==> config.mk <==
export PLATFORM = sky130hd
export DESIGN_NAME = multitap_delay_line
export DESIGN_NICKNAME = d
export VERILOG_FILES = /design/src/rtl/multitap_delay_line.sv
export SDC_FILE = /design/constraint.sdc
export NUM_CORES = 2
export LEC_CHECK = 0
export ABC_AREA = 1
export CORE_MARGIN = 4
export CORE_UTILIZATION = 30
export CTS_CLUSTER_DIAMETER = 120
export DETAILED_ROUTE_END_ITERATION = 10
export HOLD_SLACK_MARGIN = 0.02
export PLACE_DENSITY = 0.48
export SKIP_CTS_REPAIR_TIMING = 1
export SLEW_MARGIN = 20
export SYNTH_ARGS = -nofsm -noshare
export SYNTH_HDL_FRONTEND = slang
export SYNTH_SLANG_ARGS = --single-unit
==> constraint.sdc <==
create_clock -name clk -period 5.49 [get_ports clk]
set_input_delay 1.647 -clock clk [delete_from_list [all_inputs] [get_ports clk]]
set_output_delay 1.647 -clock clk [all_outputs]
set_load 0.005 [all_outputs]
==> src/rtl/multitap_delay_line.sv <==
// Multi-channel audio delay line: each accepted sample is stored in a circular
// RAM and CHANNELS delayed taps are read back, one per cycle, with own delays.
module multitap_delay_line #(
  parameter int WIDTH    = 16,
  parameter int ADDR_W   = 8,
  parameter int CHANNELS = 4,
  parameter int CH_W     = 2
) (
  input  logic              clk,
  input  logic              rst,
  input  logic              in_valid,
  output logic              in_ready,
  input  logic [WIDTH-1:0]  in_sample,
  input  logic              delay_we,
  input  logic [CH_W-1:0]   delay_ch,
  input  logic [ADDR_W-1:0] delay_val,
  output logic              out_valid,
  output logic [CH_W-1:0]   out_ch,
  output logic [WIDTH-1:0]  out_sample,
  output logic              out_last
);

  localparam int DEPTH = 1 << ADDR_W;
  localparam logic [ADDR_W:0] FILL_MAX = (ADDR_W + 1)'(DEPTH);
  localparam logic [CH_W-1:0] LAST_CH  = CH_W'(CHANNELS - 1);

  typedef enum logic [1:0] {
    IDLE = 2'd0,
    READ = 2'd1,
    DONE = 2'd2
  } state_t;

  state_t              state_q, state_d;
  logic [CH_W-1:0]     cnt_q, cnt_d;
  logic [ADDR_W-1:0]   wptr_q, wptr_d;
  logic [ADDR_W:0]     fill_q, fill_d;
  logic [ADDR_W-1:0]   delay_q [CHANNELS];
  logic [ADDR_W-1:0]   delay_d [CHANNELS];
  logic [ADDR_W-1:0]   shadow_q [CHANNELS];
  logic [ADDR_W-1:0]   shadow_d [CHANNELS];
  logic                in_ready_q, in_ready_d;
  logic                out_valid_q, out_valid_d;
  logic [CH_W-1:0]     out_ch_q, out_ch_d;
  logic [WIDTH-1:0]    out_sample_q, out_sample_d;
  logic                out_last_q, out_last_d;

  logic [WIDTH-1:0]    ram_q [DEPTH];

  logic                accept_s;
  logic [ADDR_W-1:0]   sel_delay_s;
  logic [ADDR_W-1:0]   raddr_s;
  logic                mask_s;

  assign accept_s = in_valid & in_ready_q & (state_q == IDLE);

  // Tap address for the channel being read; taps older than fill are masked.
  always_comb begin
    sel_delay_s = '0;
    for (int k = 0; k < CHANNELS; k++) begin
      if (cnt_q == CH_W'(k)) begin
        sel_delay_s = shadow_q[k];
      end else begin
        sel_delay_s = sel_delay_s;
      end
    end
    raddr_s = wptr_q - sel_delay_s;
    mask_s  = ({1'b0, sel_delay_s} >= fill_q);
  end

  // Next-state, delay register and output computation.
  always_comb begin
    state_d  = state_q;
    cnt_d    = cnt_q;
    wptr_d   = wptr_q;
    fill_d   = fill_q;
    shadow_d = shadow_q;
    for (int k = 0; k < CHANNELS; k++) begin
      if (delay_we && (delay_ch == CH_W'(k))) begin
        delay_d[k] = delay_val;
      end else begin
        delay_d[k] = delay_q[k];
      end
    end

    case (state_q)
      IDLE: begin
        if (accept_s) begin
          state_d  = READ;
          cnt_d    = '0;
          shadow_d = delay_q;
          fill_d   = (fill_q == FILL_MAX) ? fill_q : fill_q + (ADDR_W + 1)'(1);
        end else begin
          state_d = IDLE;
        end
      end
      READ: begin
        if (cnt_q == LAST_CH) begin
          state_d = DONE;
          cnt_d   = '0;
        end else begin
          cnt_d = cnt_q + CH_W'(1);
        end
      end
      DONE: begin
        // Write pointer advances only once the frame's reads are all issued.
        state_d = IDLE;
        wptr_d  = wptr_q + ADDR_W'(1);
      end
      default: begin
        state_d = IDLE;
      end
    endcase

    in_ready_d  = (state_d == IDLE);
    out_valid_d = (state_q == READ);
    out_last_d  = (state_q == READ) && (cnt_q == LAST_CH);
    if (state_q == READ) begin
      out_ch_d     = cnt_q;
      out_sample_d = mask_s ? '0 : ram_q[raddr_s];
    end else begin
      out_ch_d     = '0;
      out_sample_d = '0;
    end
  end

  // Control and output registers with asynchronous reset.
  always_ff @(posedge clk or posedge rst) begin
    if (rst) begin
      state_q      <= IDLE;
      cnt_q        <= '0;
      wptr_q       <= '0;
      fill_q       <= '0;
      for (int k = 0; k < CHANNELS; k++) begin
        delay_q[k]  <= '0;
        shadow_q[k] <= '0;
      end
      in_ready_q   <= 1'b0;
      out_valid_q  <= 1'b0;
      out_ch_q     <= '0;
      out_sample_q <= '0;
      out_last_q   <= 1'b0;
    end else begin
      state_q      <= state_d;
      cnt_q        <= cnt_d;
      wptr_q       <= wptr_d;
      fill_q       <= fill_d;
      delay_q      <= delay_d;
      shadow_q     <= shadow_d;
      in_ready_q   <= in_ready_d;
      out_valid_q  <= out_valid_d;
      out_ch_q     <= out_ch_d;
      out_sample_q <= out_sample_d;
      out_last_q   <= out_last_d;
    end
  end

  // Sample storage, deliberately not reset.
  always_ff @(posedge clk) begin
    if (accept_s) begin
      ram_q[wptr_q] <= in_sample;
    end
  end

  assign in_ready   = in_ready_q;
  assign out_valid  = out_valid_q;
  assign out_ch     = out_ch_q;
  assign out_sample = out_sample_q;
  assign out_last   = out_last_q;

endmodule
Word level (Yosys, flattened, before mapping)
Memory sizes are Yosys's and may differ from the RTL's.
Cells that the tools add are included.
{ "totals": {"regBits": 106, "ramBits": 4096, "in_bits": 30, "wordCells": 64, "memories": 1} }
{ "op_classes": {"n_addsub": 4, "order_cmp": 1, "n_eq_ne": 10, "n_mux": 15, "bitwise": 3, "n_reduce_logical": 13} }
{ "mem_list": {"columns": ["memory", "words", "word_bits", "read_ports", "rd_clocked_by_memory_dff", "wr", "line_no", "rtl"], "rows": [
  ["ram_q", 256, 16, 1, 0, 1, "47", "logic [WIDTH-1:0] ram_q [DEPTH];"]
]} }
{ "op_table": {"columns": ["op", "count"], "rows": [
  ["$mux W16", 2],
  ["$mux W8", 4],
  ["$eq A2 B2 Y1 const B", 5],
  ["$add A9 B1 Y9 const B", 1],
  ["$eq A9 B9 Y1 const B", 1],
  ["$ge A8 B9 Y1", 1],
  ["$add A8 B1 Y8 const B", 1],
  ["$logic_not A2 Y1", 4],
  ["$mux W2", 4],
  ["$pmux W2 S2", 2],
  ["$sub A8 B8 Y8", 1],
  ["$eq A2 B1 Y1 const B", 3],
  ["$logic_and A1 B1 Y1", 5],
  ["$reduce_and A2 Y1", 2],
  ["$mux W1", 3],
  ["$reduce_and A3 Y1", 1],
  ["$add A2 B1 Y2 const B", 1],
  ["$and A1 B1 Y1", 2],
  ["$ne A2 B2 Y1 const B", 1],
  ["$reduce_bool A2 Y1", 1],
  ["$not A1 Y1", 1]
]} }

Depth between registers and ports, before layout
An unclocked memory read counts as a cell.
{ "depth": {"ltp_word": 9, "depth_mapped": 25, "depth_no_buf": 22} }

Least setup slack after synthesis
No wires, ideal clock.
{ "synth_timing": {"path_kind": "input-to-reg", "start": "in in_valid", "end": "mem ram_q[105][0], enable pin", "setup_ps": 388, "t_arrival_ps": 3325, "required_ps": 5102, "setup_slack_ps": 1777, "stages": 6, "cell_sequence": "nand4_1 -> clkinv_1 -> clkbuf_1 -> nand2_1 -> clkbuf_1 -> nor2_1"} }
{ "synth_between": {"elab_chain_cells": 4} }
{ "synth_lines": {"columns": ["element", "line_no", "rtl"], "rows": [
  ["start, declared", "11", "input logic in_valid,"],
  ["$and A1 B1 Y1 (2 in series)", "54", "assign accept_s = in_valid & in_ready_q & (state_q == IDLE);"],
  ["$mux W1", "159", "if (accept_s) begin"],
  ["$mux W1 (not written as such)", "160", "ram_q[wptr_q] <= in_sample;"],
  ["end, declared", "47", null]
]} }
No other way between the ends.

Final worst setup path
{ "layout_timing": {"start": "reg cnt_q[0]", "end": "reg out_sample_q[1], in the netlist out_sample[1]"} }
{ "layout_between": {"elab_chain_cells": 9, "elab_cells_between_ends": 13, "cone_classes": "1 x add/sub; 1 x order compare; 3 x eq/ne; 6 x mux; 1 x reduce/logical; 1 x memory"} }
{ "layout_lines": {"columns": ["element", "line_no", "rtl"], "rows": [
  ["start, declared", "34", "logic [CH_W-1:0] cnt_q, cnt_d;"],
  ["start signal, assigned", "144", "cnt_q <= cnt_d;"],
  ["$logic_not A2 Y1", "60", "if (cnt_q == CH_W'(k)) begin"],
  ["$mux W8 (3 in series)", "60", null],
  ["$mux W8 (*)", "60", null],
  ["$sub A8 B8 Y8", "66", "raddr_s = wptr_q - sel_delay_s;"],
  ["$mem_v2 Z256 W16", null, null],
  ["$mux W16 (*)", "119", "out_sample_d = mask_s ? '0 : ram_q[raddr_s];"],
  ["$mux W16 (*)", "117", "if (state_q == READ) begin"],
  ["via out_sample_d[1]", "44", "logic [WIDTH-1:0] out_sample_q, out_sample_d;"],
  ["end signal, assigned", "152", "out_sample_q <= out_sample_d;"],
  ["end, declared", "44", null]
]} }
Mark *: on every way through the listed nets, which the timed path passes. The rest lies on a longest branch.
A chain may end at the register's enable or synchronous reset.

==> reports/summary.txt <==
status = finished, final reports clean
final hold vios = 0
r2r startpoint = cnt_q[0]$_DFFE_PP0P_
CTS tree = yes
synthesized area per cell = 11.81 sq um
root buffer cell = clkbuf_16
Vias = 111851
starting density of the core = 30.12%
Area Overhead vs Synth = 16.63%
Crit Path Category = register to register
sequential-to-total area share from yosys stat = 74.35%
routed vias/inst = 4.982
crit path time final = 5.352 ns
Clock Latency Late Sink = 1.04 ns
worst slew pin tran = 1.124 ns
Final HPWL DP = 333900 um
DRC viols = 0
cell area after synthesis = 169000 sq um
crit share post-route = 97.48%
Worst setup SP type = register
Max Freq = 186.9 MHz
clk buf depth = 4
GPL Wtd Cong = 0.8345
Die Wd = 758.6 um
commonest non-fill, non-tap cells in the layout = 4695 x nand2_1, 4096 x edfxtp_1, 3827 x nand3_1
area share of the largest cell type after synthesis = 72.78%
Stages on worst setup path = 22
Critical path origin = cnt_q[0]$_DFFE_PP0P_
Design Area, Final = 197100 sq um
Setup crit end kind = register
synth unique cells = 26
first-pass GRT wire length = 802900 um
Die H = 758.6 um
Routed Antenna Nets = 0
setup slack, reg-to-reg = 0.14 ns
Starting DRT DRC Count = 12090
initial antenna violation count = 24
Syn Nets = 14374
Mapped Cells = 14316
HP Class = register to register
Die ar. = 575400 sq um
Placed Area = 183300 sq um
most common cell after layout, fill and taps aside = nand2_1
Top Family by Delay on Critical Path = simple AND/OR/NAND/NOR gates
Crit path largest cell delay = 0.77 ns
Final setup viols = 0
GRT Total Usage = 18.96%
CTS buffer count = 436
Buf/Inv on CP = 7
routed len/inst = 25.07 um
Worst EP required = 6.41 ns
Port Buffer Count = 50
critical path's slowest cell = fa_4
Setup crit end = out_sample[1]$_DFF_PP0_
largest net degree at the start of global routing = 116
IO Count = 51
Worst EP arrival = 6.27 ns
Max FO, Critical Path = 23
synthesis-stage register bit count = 4202
vias in the first global route = 105826
Post-Route WL = 563000 um
Cell Chain, Critical Path = inv_1, ha_1, nand2_1, o21ai_0, a22oi_2, inv_2, ha_1, inv_1, fa_4, buf_12, clkinv_16, buf_12, buf_12, nand3_1, nand3_1, nand3_1, nand3_1, nand3_1, nand3_1, nand3_1, nand2_1, nor2_1
Max Cap Viol = 0
Slew headroom = 24.86%
yosys warns = 0
r2r endpoint = out_sample[1]$_DFF_PP0_
R2R cell count = 22
clk_skew = 0.05264 ns
fin. max-slew vios = 0
critical path's most frequent cell = nand3_1
Synth area leader = edfxtp_1
final core occ = 35.12%
drt pass-1 iters = 8
Congestion Overflow GR = 0
clk slew on worst S/H paths = 0.06 ns
H-tree Lvls = 5
final net count = 14675
row count = 275
Clock Sinks = 4202
share of layout cells above drive strength 1 = 9.707%
top cells by area, synth = edfxtp_1 73%, nand3_1 11%, nand2_1 10%
RSZ-0062 raised after global routing = false
core box area = 561200 sq um
[logic make-up (layout without fill, tap and decap cells)]
| group | count (synthesis) | after routing | synth area share, % |
|---|---|---|---|
| fa+ha+maj | 28 | 28 | 0.2117 |
| flops | 4202 | 4202 | 74.35 |
| xor+xnor | 15 | 15 | 0.07774 |
| buf+inv | 1046 | 1698 | 2.350 |
| simple gates | 8929 | 8929 | 22.71 |
| other cells | 0 | 6 | 0 |
| compound gates | 96 | 96 | 0.3021 |
[area by class of cell]
type	count	area (sq um)
clock buffers	537	11430
clock inverters	252	2201
fillers	54969	364100
well taps	7479	9358
flip-flops and latches	4202	125700
repair buffers	809	8354
diodes	6	15.01
inverters	100	427.9
multi-input cells	9068	39670
[routing by layer]
metal	routed length [um]	vias up	global-route usage, %
li1	-	51218	-
met1	246500	56184	26.71
met5	56	-	0
met3	34560	692	2.358
met2	264200	3749	30.66
met4	17620	8	5.622
[sequential cells by signal (all words and copies together) (netlist names)]
register,count
out_ch,2
cnt_q,2
out_valid,1
out_last,1
wptr_q,8
fill_q,9
state_q,2
ram_q,4096
in_ready,1
shadow_q,32
out_sample,16
delay_q,32
[worst min path at each step]
stage	startpoint	endpoint	cells past startpoint	slack [ns]
floorplan	delay_q[0]$_DFFE_PP0P_	shadow_q[0]$_DFFE_PP0P_	2	0.44
global placement	delay_q[12]$_DFFE_PP0P_	shadow_q[12]$_DFFE_PP0P_	2	0.45
detailed placement	delay_q[12]$_DFFE_PP0P_	shadow_q[12]$_DFFE_PP0P_	2	0.45
CTS	delay_q[12]$_DFFE_PP0P_	shadow_q[12]$_DFFE_PP0P_	2	0.46
global route	delay_q[12]$_DFFE_PP0P_	shadow_q[12]$_DFFE_PP0P_	2	0.48
finish	delay_q[12]$_DFFE_PP0P_	shadow_q[12]$_DFFE_PP0P_	2	0.46
[tightest hold or removal path, cell delays in order (launching register included)]
cell	delay [ns]
dfrtp_1	0.34
nand2_1	0.05
nand2_1	0.04
[through the flow]
stage	hold WS [ns]	worst slack, ns	TNS, ns	cells
after floorplan	0.4422	1.054	0	14316
after global placement	0.4534	-0.4700	-1.990	21656
after detailed placement	0.4529	-0.4873	-1.826	21656
after CTS	0.4641	-0.5009	-1.980	22445
after global routing	0.4833	0.05103	0	22448
final	0.4613	0.1381	0	22453
[cells in the mapped netlist (all sizes together)]
cell type,instances
nand2,4716
edfxtp,4096
nand3,3836
clkbuf,764
nor2,347
buf,182
dfrtp,106
inv,99
o21ai,60
ha,27
a21oi,23
and3,16
xor2,14
nand4,6
nor3,6
o211ai,5
a22oi,3
nor4,2
o21a,2
o22ai,2
clkinv,1
fa,1
o31ai,1
xnor2,1
Power is not shown: default switching activity piles up to over one toggle a cycle in this logic, so the estimate is an artifact.
